===== src/rtl/rob_commit.sv =====
// rob_commit: in-order retirement at the ROB head; keeps the retirement RAT, frees superseded tags,
// and on a mispredicted head flushes the pipeline and redirects fetch. COMMIT_STATS_EN adds counters.
module rob_commit #(
  parameter int PHYSREGS_DEPTH  = 6,
  parameter int ARCHREGS_DEPTH  = 5,
  parameter int ROB_ENTRY_WIDTH = 35 + ARCHREGS_DEPTH + PHYSREGS_DEPTH
) (
  input  logic                                              CLK,
  input  logic                                              RESET,
  input  logic                                              FREEZE,
  input  logic                                              fROB_empty_IN,
  input  logic [ROB_ENTRY_WIDTH-1:0]                        fROB_headData_IN,
  output logic                                              tROB_popReq_OUT,
  output logic                                              tROB_flush_OUT,
  input  logic                                              fFreeL_full_IN,
  output logic                                              tFreeL_pushReq_OUT,
  output logic [PHYSREGS_DEPTH-1:0]                         tFreeL_pushData_OUT,
  output logic                                              tRenRatOverwrite_OUT,
  output logic [(1<<ARCHREGS_DEPTH)*PHYSREGS_DEPTH-1:0]     tRenRatOverwriteData_OUT,
  output logic                                              tFlush_OUT,
  output logic [31:0]                                       tRedirectPC_OUT,
  output logic [31:0]                                       fCommitCount_OUT,
  output logic [31:0]                                       fFlushCount_OUT
);
  localparam int P = PHYSREGS_DEPTH;
  localparam int A = ARCHREGS_DEPTH;
  localparam int NREGS = 1 << A;
  typedef enum logic [1:0] {RUN, FLUSH, RESUME} state_t;
  state_t         state_q;
  logic [P-1:0]   rat_q [NREGS];
  logic           push_req_q;
  logic [P-1:0]   push_data_q;
  logic           flush_q;
  logic [31:0]    redirect_q;
  logic           head_done, head_dreq, head_mispred, arch_nz, commit;
  logic [A-1:0]   head_arch;
  logic [P-1:0]   head_phys, free_tag;
  logic [31:0]    head_target;
  always_comb begin
    head_done    = fROB_headData_IN[0];
    head_dreq    = fROB_headData_IN[1];
    head_arch    = fROB_headData_IN[2 +: A];
    head_phys    = fROB_headData_IN[2+A +: P];
    head_mispred = fROB_headData_IN[2+A+P];
    head_target  = fROB_headData_IN[3+A+P +: 32];
    arch_nz      = head_arch != '0;
    // arch reg 0 is hardwired: its tag goes straight back, so a full freelist never blocks it
    commit       = state_q == RUN && !FREEZE && !fROB_empty_IN && head_done &&
                   !(head_dreq && arch_nz && fFreeL_full_IN);
    free_tag     = arch_nz ? rat_q[head_arch] : head_phys;
  end
  always_ff @(posedge CLK) begin
    if (!RESET) begin
      state_q     <= RUN;
      for (int i = 0; i < NREGS; i++) rat_q[i] <= P'(i);
      push_req_q  <= 1'b0;
      push_data_q <= '0;
      flush_q     <= 1'b0;
      redirect_q  <= '0;
    end else begin
      push_req_q <= commit && head_dreq;
      if (commit && head_dreq) push_data_q <= free_tag;
      if (commit && head_dreq && arch_nz) rat_q[head_arch] <= head_phys;
      if (commit && head_mispred) begin
        state_q    <= FLUSH;
        flush_q    <= 1'b1;
        redirect_q <= head_target;
      end else if (!FREEZE && state_q == FLUSH) begin
        state_q <= RESUME;
        flush_q <= 1'b0;
      end else if (!FREEZE && state_q == RESUME) begin
        state_q <= RUN;
      end
    end
  end
  for (genvar g = 0; g < NREGS; g++) begin : g_ovw
    assign tRenRatOverwriteData_OUT[g*P +: P] = rat_q[g];
  end
  assign tROB_popReq_OUT      = commit;
  assign tROB_flush_OUT       = flush_q;
  assign tFlush_OUT           = flush_q;
  assign tRenRatOverwrite_OUT = flush_q;
  assign tFreeL_pushReq_OUT   = push_req_q;
  assign tFreeL_pushData_OUT  = push_data_q;
  assign tRedirectPC_OUT      = redirect_q;
`ifdef COMMIT_STATS_EN
  logic [31:0] commit_cnt_q, commit_cnt_d, flush_cnt_q, flush_cnt_d;
  always_comb begin
    commit_cnt_d = commit_cnt_q + 32'(commit);
    flush_cnt_d  = flush_cnt_q + 32'(commit && head_mispred);
  end
  always_ff @(posedge CLK) begin
    if (!RESET) begin
      commit_cnt_q <= '0;
      flush_cnt_q  <= '0;
    end else begin
      commit_cnt_q <= commit_cnt_d;
      flush_cnt_q  <= flush_cnt_d;
    end
  end
  assign fCommitCount_OUT = commit_cnt_q;
  assign fFlushCount_OUT  = flush_cnt_q;
`else
  assign fCommitCount_OUT = '0;
  assign fFlushCount_OUT  = '0;
`endif
endmodule

===== config.mk =====
export PLATFORM = sky130hd
export DESIGN_NAME = rob_commit
export DESIGN_NICKNAME = d
export VERILOG_FILES = /design/src/rtl/rob_commit.sv
export SDC_FILE = /design/constraint.sdc
export NUM_CORES = 1
export LEC_CHECK = 0
export ABC_CLOCK_PERIOD_IN_PS = 3900
export CAP_MARGIN = 20
export CORE_UTILIZATION = 43
export DETAILED_ROUTE_END_ITERATION = 16
export PLACE_DENSITY = 0.75
export SLEW_MARGIN = 10
export SYNTH_ARGS = -nofsm -noshare
export SYNTH_HDL_FRONTEND = slang
export SYNTH_SLANG_ARGS = --single-unit

===== constraint.sdc =====
create_clock -name CLK -period 3.9 [get_ports CLK]
set_input_delay 0.78 -clock CLK [delete_from_list [all_inputs] [get_ports CLK]]
set_output_delay 0.78 -clock CLK [all_outputs]
set_load 0.01 [all_outputs]

# ---- Yosys cells after proc, flatten, opt, wreduce, memory -nomap -nowiden
# Memories as Yosys holds them, arrays and structs flattened.
# Cells that the tools add are included.
dict set report totals {
  register_bits 42
  mem_bits_rw 192
  input_bits 51
  out_inout_bits 299
  elab_cells 44
  n_memories 1
}
# memory depth width read_ports rd_clocked_by_memory_dff wr line
set memory_table {}
lappend memory_table {rat_q 32 6 33 0 32 30} ;# logic [P-1:0] rat_q [NREGS];
dict set report op_classes {
  eq_ne 2
  muxes 13
  bitwise 1
  n_reduce_logical 21
}
# cell count
set ops {}
lappend ops {{6-bit two-way mux} 2}
lappend ops {{1-bit logical AND} 11}
lappend ops {{1-bit two-way mux} 8}
lappend ops {{6-bit OR reduction} 1}
lappend ops {{5-bit two-way mux} 1}
lappend ops {{5-bit nonzero test} 1}
lappend ops {{2-bit two-way mux} 2}
lappend ops {{2-bit nonzero test} 2}
lappend ops {{1-bit logical NOT} 3}
lappend ops {{3-bit nonzero test} 1}
lappend ops {{2-bit by 1-bit equality test with 1-bit output, second input constant} 1}
lappend ops {{2-bit equality test, second input constant} 1}
lappend ops {{2-bit logical NOT} 1}
lappend ops {{2-bit OR reduction} 1}
lappend ops {{1-bit inverter} 1}

# ---- Logic depth before layout (Yosys ltp)
# Gate-level depths: netlist of run 1.
dict set report depth {
  depth_word 12
  ltp_mapped 9
}

# ---- Worst setup path after synthesis of run 1
# OpenSTA, ideal clock, no wires.
dict set report synth_path {
  kind {input-to-output}
  startpoint {in fROB_headData_IN[6]}
  endpoint {out tROB_popReq_OUT}
  t_arrival_ns 1.946
  slack_ns 1.174
  cell_stages 6
  n_path_buf 3
  cell_sequence {buf_2 buf_2 buf_2 nor3_1 nand2_1 a31oi_1}
}
dict set report synth_between {
  elab_chain_len 5
}
# item line
set synth_rtl {}
lappend synth_rtl {{start: declaration} 12} ;# input logic [ROB_ENTRY_WIDTH-1:0] fROB_headData_IN,
lappend synth_rtl {{5-bit nonzero test} 46} ;# arch_nz = head_arch != '0;
lappend synth_rtl {{1-bit logical AND (2 in series)} 49} ;# !(head_dreq && arch_nz && fFreeL_full_IN);
lappend synth_rtl {{1-bit logical NOT} 49}
lappend synth_rtl {{1-bit logical AND} 48} ;# commit = state_q == RUN && !FREEZE && !fROB_empty_IN && head_done &&
lappend synth_rtl {{end: declaration} 13} ;# output logic tROB_popReq_OUT,
# Every way passes these cells.

# ---- Worst setup path in the final report of run 1
dict set report layout_path {
  startpoint {in fROB_headData_IN[5]}
  endpoint {out tROB_popReq_OUT}
}
# Same word-level chain as after synthesis.

==> flow_summary.json, run 1 <==
{
  "slowest_stage": "clkdlybuf4s50_1",
  "synth_edf_count": 192,
  "clk_latency_ns": 0.53,
  "rrSetupSlack_ns": 1.31,
  "port-buffer-count": 285,
  "dr.pass1.iters": 6,
  "ioPinCount": 350,
  "finalSetupTns_ns": 0,
  "gp_congestion": 0.931,
  "hold_viol_final": 0,
  "end_kind": "output pin",
  "power_uw": 6060,
  "critical_path_arrival_ns": 2.72,
  "drt_iter0_markers": 1128,
  "worstHoldStart": "tRedirectPC_OUT[22]",
  "power.leakage_uw": 0.00549,
  "period_share_pct": 89.9,
  "worst_pin_slew_ns": 1.10,
  "cts_tree": "yes",
  "synthCells": 999,
  "cts-root-buf": "clkbuf_16",
  "n_antenna_cell": 0,
  "async_flop_share_pct": 0,
  "use_met3_pct": 6.27,
  "drive_gt1_share_pct": 9.09,
  "crit_path_cell_trace": "clkdlybuf4s50_1 > nor3_1 > buf_4 > nand2_1 > a31oi_1 > clkdlybuf4s50_1",
  "place_hpwl_um": 26600,
  "ys_ff_latch": 234,
  "drc": 0,
  "grt_pass1_wl_um": 53100,
  "reg2reg_depth": 5,
  "final_cell_mix": "clkdlybuf4s50_1 (283), edfxtp_1 (192), nand2_1 (102), mux2i_1 (86), conb_1 (70)",
  "area_growth_pct": 34.6,
  "drt.antenna.violating_nets": 0,
  "setup_viol": 0,
  "status": "complete, no violations",
  "avgViaCountPerCell": 5.58,
  "ys_seq_area_share_pct": 58.8,
  "max_stage_delay_ns": 0.57,
  "rows": 58,
  "final-max-slew-violation-count": 0,
  "final_common_cell": "clkdlybuf4s50_1",
  "start_util_pct": 44.2,
  "grt_max_degree": 66,
  "die_x_um": 164,
  "synth_flop_cell": "edfxtp_1",
  "grtUsageTotal_pct": 26.9,
  "critPathMaxFanout": 4,
  "antenna_found_initial": 0,
  "clkSlewWorstSetupHoldPaths_ns": 0.06,
  "die_area_um2": 26800,
  "hold_path_class": "flop to flop",
  "wl_per_cell_um": 22.4,
  "syn_area_per_cell_um2": 11.2,
  "die_h_um": 164,
  "crit_type": "input pin to output pin",
  "rr_endpoint": "rat_q[10][4]",
  "hold_end": "tRedirectPC_OUT[22]",
  "numCtsBuffers": 25,
  "ys_types": 49,
  "grt_busiest_layer": "met2",
  "grt.overflow.total": 0,
  "post-route-util_pct": 59.5,
  "n_fill_cell": 2037,
  "h-tree-depth": 1,
  "reg2reg_from": "state_q[0]",
  "relSlewSlack_pct": 26.7,
  "core_um2": 25400,
  "grtUsageMet2_pct": 42.4,
  "cap_violations": 0,
  "cts.sinks": 234,
  "peakVddDrop_mv": 0.257,
  "fin_crit_ns": 3.50,
  "routed_wl_um": 36400,
  "nets": 1330,
  "fmax_mhz": 285,
  "first_global_vias": 8663,
  "cpMostUsedCell": "clkdlybuf4s50_1",
  "cellPowerDensity_nw_per_um2": 401,
  "netlist_area_um2": 11200,
  "postCtsHoldBufs": 0,
  "fin_hold_ws_ns": 0.467,
  "fin_skew_ns": 0.0239,
  "min_path_cells": 2,
  "cts_setup_buffers": 0,
  "clk_path_buf_depth": 3,
  "worstPathRequired_ns": 3.12,
  "rsz0062_at_grt": "false",
  "cp-start-kind": "input pin",
  "ctsResizeCount": 0,
  "vias": 9083,
  "ys_warn_count": 0,
  "grt_util_met1_pct": 35.6
}
power breakdown:
group | leakage, uW | switching [uW] | internal, uW | total (uW)
Clock | 0.000417 | 999 | 1420 | 2420
Sequential | 0.00222 | 90.0 | 2810 | 2900
Combinational | 0.00285 | 406 | 343 | 749
Total | 0.00549 | 1490 | 4570 | 6060
worst max-delay path, delay by kind of cell:
| family | cells | cell delay, ns |
|---|---|---|
| buffers and inverters | 3 | 1.25 |
| and+or+nand+nor | 2 | 0.51 |
| AOI/OAI and AO/OA | 1 | 0.19 |
state kept, by name, summed over array words and instances, names as in the netlist:
| name | cells |
|---|---|
| rat_q | 192 |
| tRedirectPC_OUT | 32 |
| tFreeL_pushData_OUT | 6 |
| state_q | 2 |
| tFlush_OUT | 1 |
| tFreeL_pushReq_OUT | 1 |
worst max path at each step:
stage                        startpoint              end  slack (ns)
floorplan           fROB_headData_IN[6]  tROB_popReq_OUT        1.17
global placement                 FREEZE     rat_q[10][4]        0.47
detailed placement               FREEZE     rat_q[10][5]        0.41
CTS                 fROB_headData_IN[5]  tROB_popReq_OUT        0.48
global route        fROB_headData_IN[5]  tROB_popReq_OUT        0.32
finish              fROB_headData_IN[5]  tROB_popReq_OUT        0.40
layer usage:
metal	wire (um)	vias up	part of all wire (%)
met1	13500	4305	37
met4	1380	0	3.8
met2	16900	660	46
met5	0	-	0
met3	4600	83	13
li1	-	4035	-
metrics by stage:
| step | setup WS (ns) | cell area, um^2 | instances |
|---|---|---|---|
| global route | 0.324 | 15100 | 1628 |
| finish | 0.396 | 15100 | 1628 |
| CTS | 0.476 | 15100 | 1628 |
| floorplan | 1.17 | 11500 | 1068 |
| global placement | 0.475 | 14300 | 1582 |
| detailed placement | 0.409 | 14300 | 1582 |
synthesized netlist by cell type (all sizes together), types with 2 or more instances:
master | count | area (um^2)
a211oi | 6 | 45.0
a21oi | 9 | 45.0
a22oi | 6 | 45.0
and2 | 26 | 163
and3 | 12 | 75.1
buf | 111 | 782
clkbuf | 43 | 161
dfxtp | 42 | 841
edfxtp | 192 | 5770
inv | 6 | 22.5
mux2 | 4 | 45.0
mux2i | 86 | 861
nand2 | 102 | 383
nand2b | 4 | 25.0
nand3 | 53 | 283
nand3b | 4 | 55.1
nand4b | 2 | 17.5
nand4bb | 2 | 27.5
nor2 | 49 | 184
nor2b | 11 | 68.8
nor3 | 64 | 320
nor4 | 7 | 58.8
o21ai | 72 | 360
o22ai | 30 | 188
or2 | 5 | 31.3
or3 | 34 | 213
or4 | 2 | 15.0
or4b | 3 | 33.8
or4bb | 3 | 33.8
cell families after synthesis:
logic type / synth area share [%]
AO/OA/AOI/OAI: 6.30
buffers and inverters: 8.64
flip-flops: 58.8
multiplexers: 8.27
other: 0.0334
AND/OR/NAND/NOR: 17.9
cell type report:
class	instances	area (um^2)	share of cell area, %
Sequential cell	234	6610	43.7
Clock inverter	19	188	1.24
Clock buffer	27	653	4.32
Timing Repair Buffer	338	3290	21.8
Tap cell	330	413	2.73
Multi-Input combinational cell	673	3930	26.0
Inverter	7	26.3	0.174
No activity file was read; power rests on OpenSTA's default activity.
==> inputs of run 2 (changes only) <==
Settings changed: CAP_MARGIN 20 to 10.
==> results of run 2 <==
Same layout as run 1: the final DEF is identical, and so are final timing and power.
==> inputs of run 3 (changes only) <==
Settings changed: CORE_MARGIN from default to 8.
==> flow_summary.json, run 3 (synthesized netlist as in run 1, its figures left out) <==
{
  "status": "complete, no violations",
  "crit_type": "input pin to output pin",
  "place_hpwl_um": 28800,
  "first_global_vias": 8829,
  "fmax_mhz": 299,
  "final_common_cell": "clkdlybuf4s50_1",
  "dr.pass1.iters": 6,
  "dr.max_layer_used": "met4",
  "area_growth_pct": 34.0,
  "drc": 0,
  "cap_violations": 0,
  "numCtsBuffers": 25,
  "avgViaCountPerCell": 5.60,
  "routed_wl_um": 38600,
  "sequentialPowerShare_pct": 49.0,
  "gp_congestion": 0.948,
  "end_kind": "output pin",
  "cts.sinks": 234,
  "grtUsageTotal_pct": 23.4,
  "ctsResizeCount": 0,
  "rows": 59,
  "fin_skew_ns": 0.00561,
  "cts-root-buf": "clkbuf_16",
  "drt_iter0_markers": 1211,
  "wl_met1_um": 14700,
  "ioPinCount": 350,
  "critPathMaxFanout": 7,
  "power_frac_comb_pct": 12.9,
  "vias": 9138,
  "n_antenna_cell": 0,
  "regMostFlops": "rat_q",
  "cellPowerDensity_nw_per_um2": 392,
  "rr_endpoint": "rat_q[16][3]",
  "rrSetupSlack_ns": 1.17,
  "drive_gt1_share_pct": 8.63,
  "grt.overflow.total": 0,
  "hold_end": "tFreeL_pushData_OUT[4]",
  "antenna_found_initial": 0,
  "clkSlewWorstSetupHoldPaths_ns": 0.06,
  "hold_path_class": "flop to flop",
  "wl_per_cell_um": 23.7,
  "p_sw_share_pct": 24.3,
  "pwr-share-clk_pct": 38.1,
  "p_sw_uw": 1440,
  "clk_latency_ns": 0.51,
  "cts_tree": "yes",
  "worstPathRequired_ns": 3.12,
  "hold_viol_final": 0,
  "die_x_um": 178,
  "drt.antenna.violating_nets": 0,
  "final-max-slew-violation-count": 0,
  "route.met2.wl_um": 18100,
  "relSlewSlack_pct": 33.1,
  "rsz0062_at_grt": "false",
  "cts_setup_buffers": 0,
  "grt_max_degree": 73,
  "start_util_pct": 43.5,
  "h-tree-depth": 1,
  "power_uw": 5900,
  "postCtsHoldBufs": 0,
  "power.leakage_uw": 0.00545,
  "largest_reg_flops": 192,
  "wl_met3_um": 4430,
  "grt_pass1_wl_um": 55600,
  "fin_crit_ns": 3.34,
  "setup_viol": 0,
  "worstHoldStart": "tFreeL_pushData_OUT[4]",
  "finalSetupTns_ns": 0,
  "die_h_um": 178,
  "worst_pin_slew_ns": 1.00,
  "reg2reg_depth": 6,
  "period_share_pct": 85.7,
  "nets": 1334,
  "critical_path_arrival_ns": 2.56,
  "port-buffer-count": 285,
  "reg2reg_from": "state_q[0]",
  "final_cell_mix": "clkdlybuf4s50_1 (283), edfxtp_1 (192), nand2_1 (102), mux2i_1 (86), conb_1 (70)",
  "die_area_um2": 31500,
  "min_path_cells": 2,
  "p_int_uw": 4470,
  "cp-start-kind": "input pin",
  "peakVddDrop_mv": 0.314,
  "core_um2": 25800,
  "clk_path_buf_depth": 3
}
==> run 3: cell count changes in the layout (fill, tap and decap cells not counted) <==
cell,before,now
buf_12,4,2
buf_4,50,56
bufinv_16,3,1
clkbuf_1,0,6
clkbuf_16,25,26
clkinv_2,8,4
clkinv_4,1,0
clkinvlp_4,2,0
inv_6,3,1
==> run 3: how the worst max path moves through the flow <==
stage / cells past startpoint / endpoint / start
2_1_floorplan: 6 / tROB_popReq_OUT / fROB_headData_IN[6]
4_1_cts: 6 / tROB_popReq_OUT / fROB_headData_IN[5]
5_1_grt: 6 / tROB_popReq_OUT / fROB_headData_IN[5]
3_5_place_dp: 7 / rat_q[16][1] / FREEZE
6_report: 6 / tROB_popReq_OUT / fROB_headData_IN[5]
3_3_place_gp: 7 / rat_q[16][2] / FREEZE
==> run 3: per-stage QoR <==
| step | utilization, % | cells | setup WS [ns] | cell area, um^2 | hold WS (ns) |
|---|---|---|---|---|---|
| 3_3_place_gp | 55.3 | 1591 | 0.338 | 14300 | 0.444 |
| 3_5_place_dp | 55.3 | 1591 | 0.302 | 14300 | 0.455 |
| 5_1_grt | 58.2 | 1633 | 0.483 | 15000 | 0.491 |
| 2_1_floorplan | - | 1068 | 1.17 | 11500 | 0.470 |
| 6_report | 58.2 | 1633 | 0.556 | 15000 | 0.469 |
| 4_1_cts | 58.2 | 1633 | 0.564 | 15000 | 0.463 |
==> run 3: worst max-delay path, stage by stage <==
cell             delay [ns]
clkdlybuf4s50_1        0.43
nor3_1                 0.20
buf_4                  0.17
nand2_1                0.16
a31oi_1                0.22
clkdlybuf4s50_1        0.60
==> run 3: routing by layer <==
metal	track usage, %	up-vias
met1	30.0	4333
met3	5.34	93
met4	9.62	0
met2	37.5	658
met5	0	-
li1	-	4054
==> run 3: power groups by stage <==
stage / clock, uW / combinational (uW) / sequential (uW)
2_1_floorplan: 0 / 328 / 2970
3_3_place_gp: 0 / 741 / 2940
3_5_place_dp: 0 / 749 / 2940
4_1_cts: 2270 / 753 / 2890
5_1_grt: 2360 / 799 / 2900
6_report: 2250 / 759 / 2890
==> run 3: layout make-up <==
class | count | area (um^2)
tap | 335 | 419
multi-input combinational | 673 | 3930
inverter | 7 | 26.3
clock inverter | 8 | 66.3
clock buffer | 34 | 701
fill | 2145 | 10800
timing repair buffer | 342 | 3300
sequential | 234 | 6610
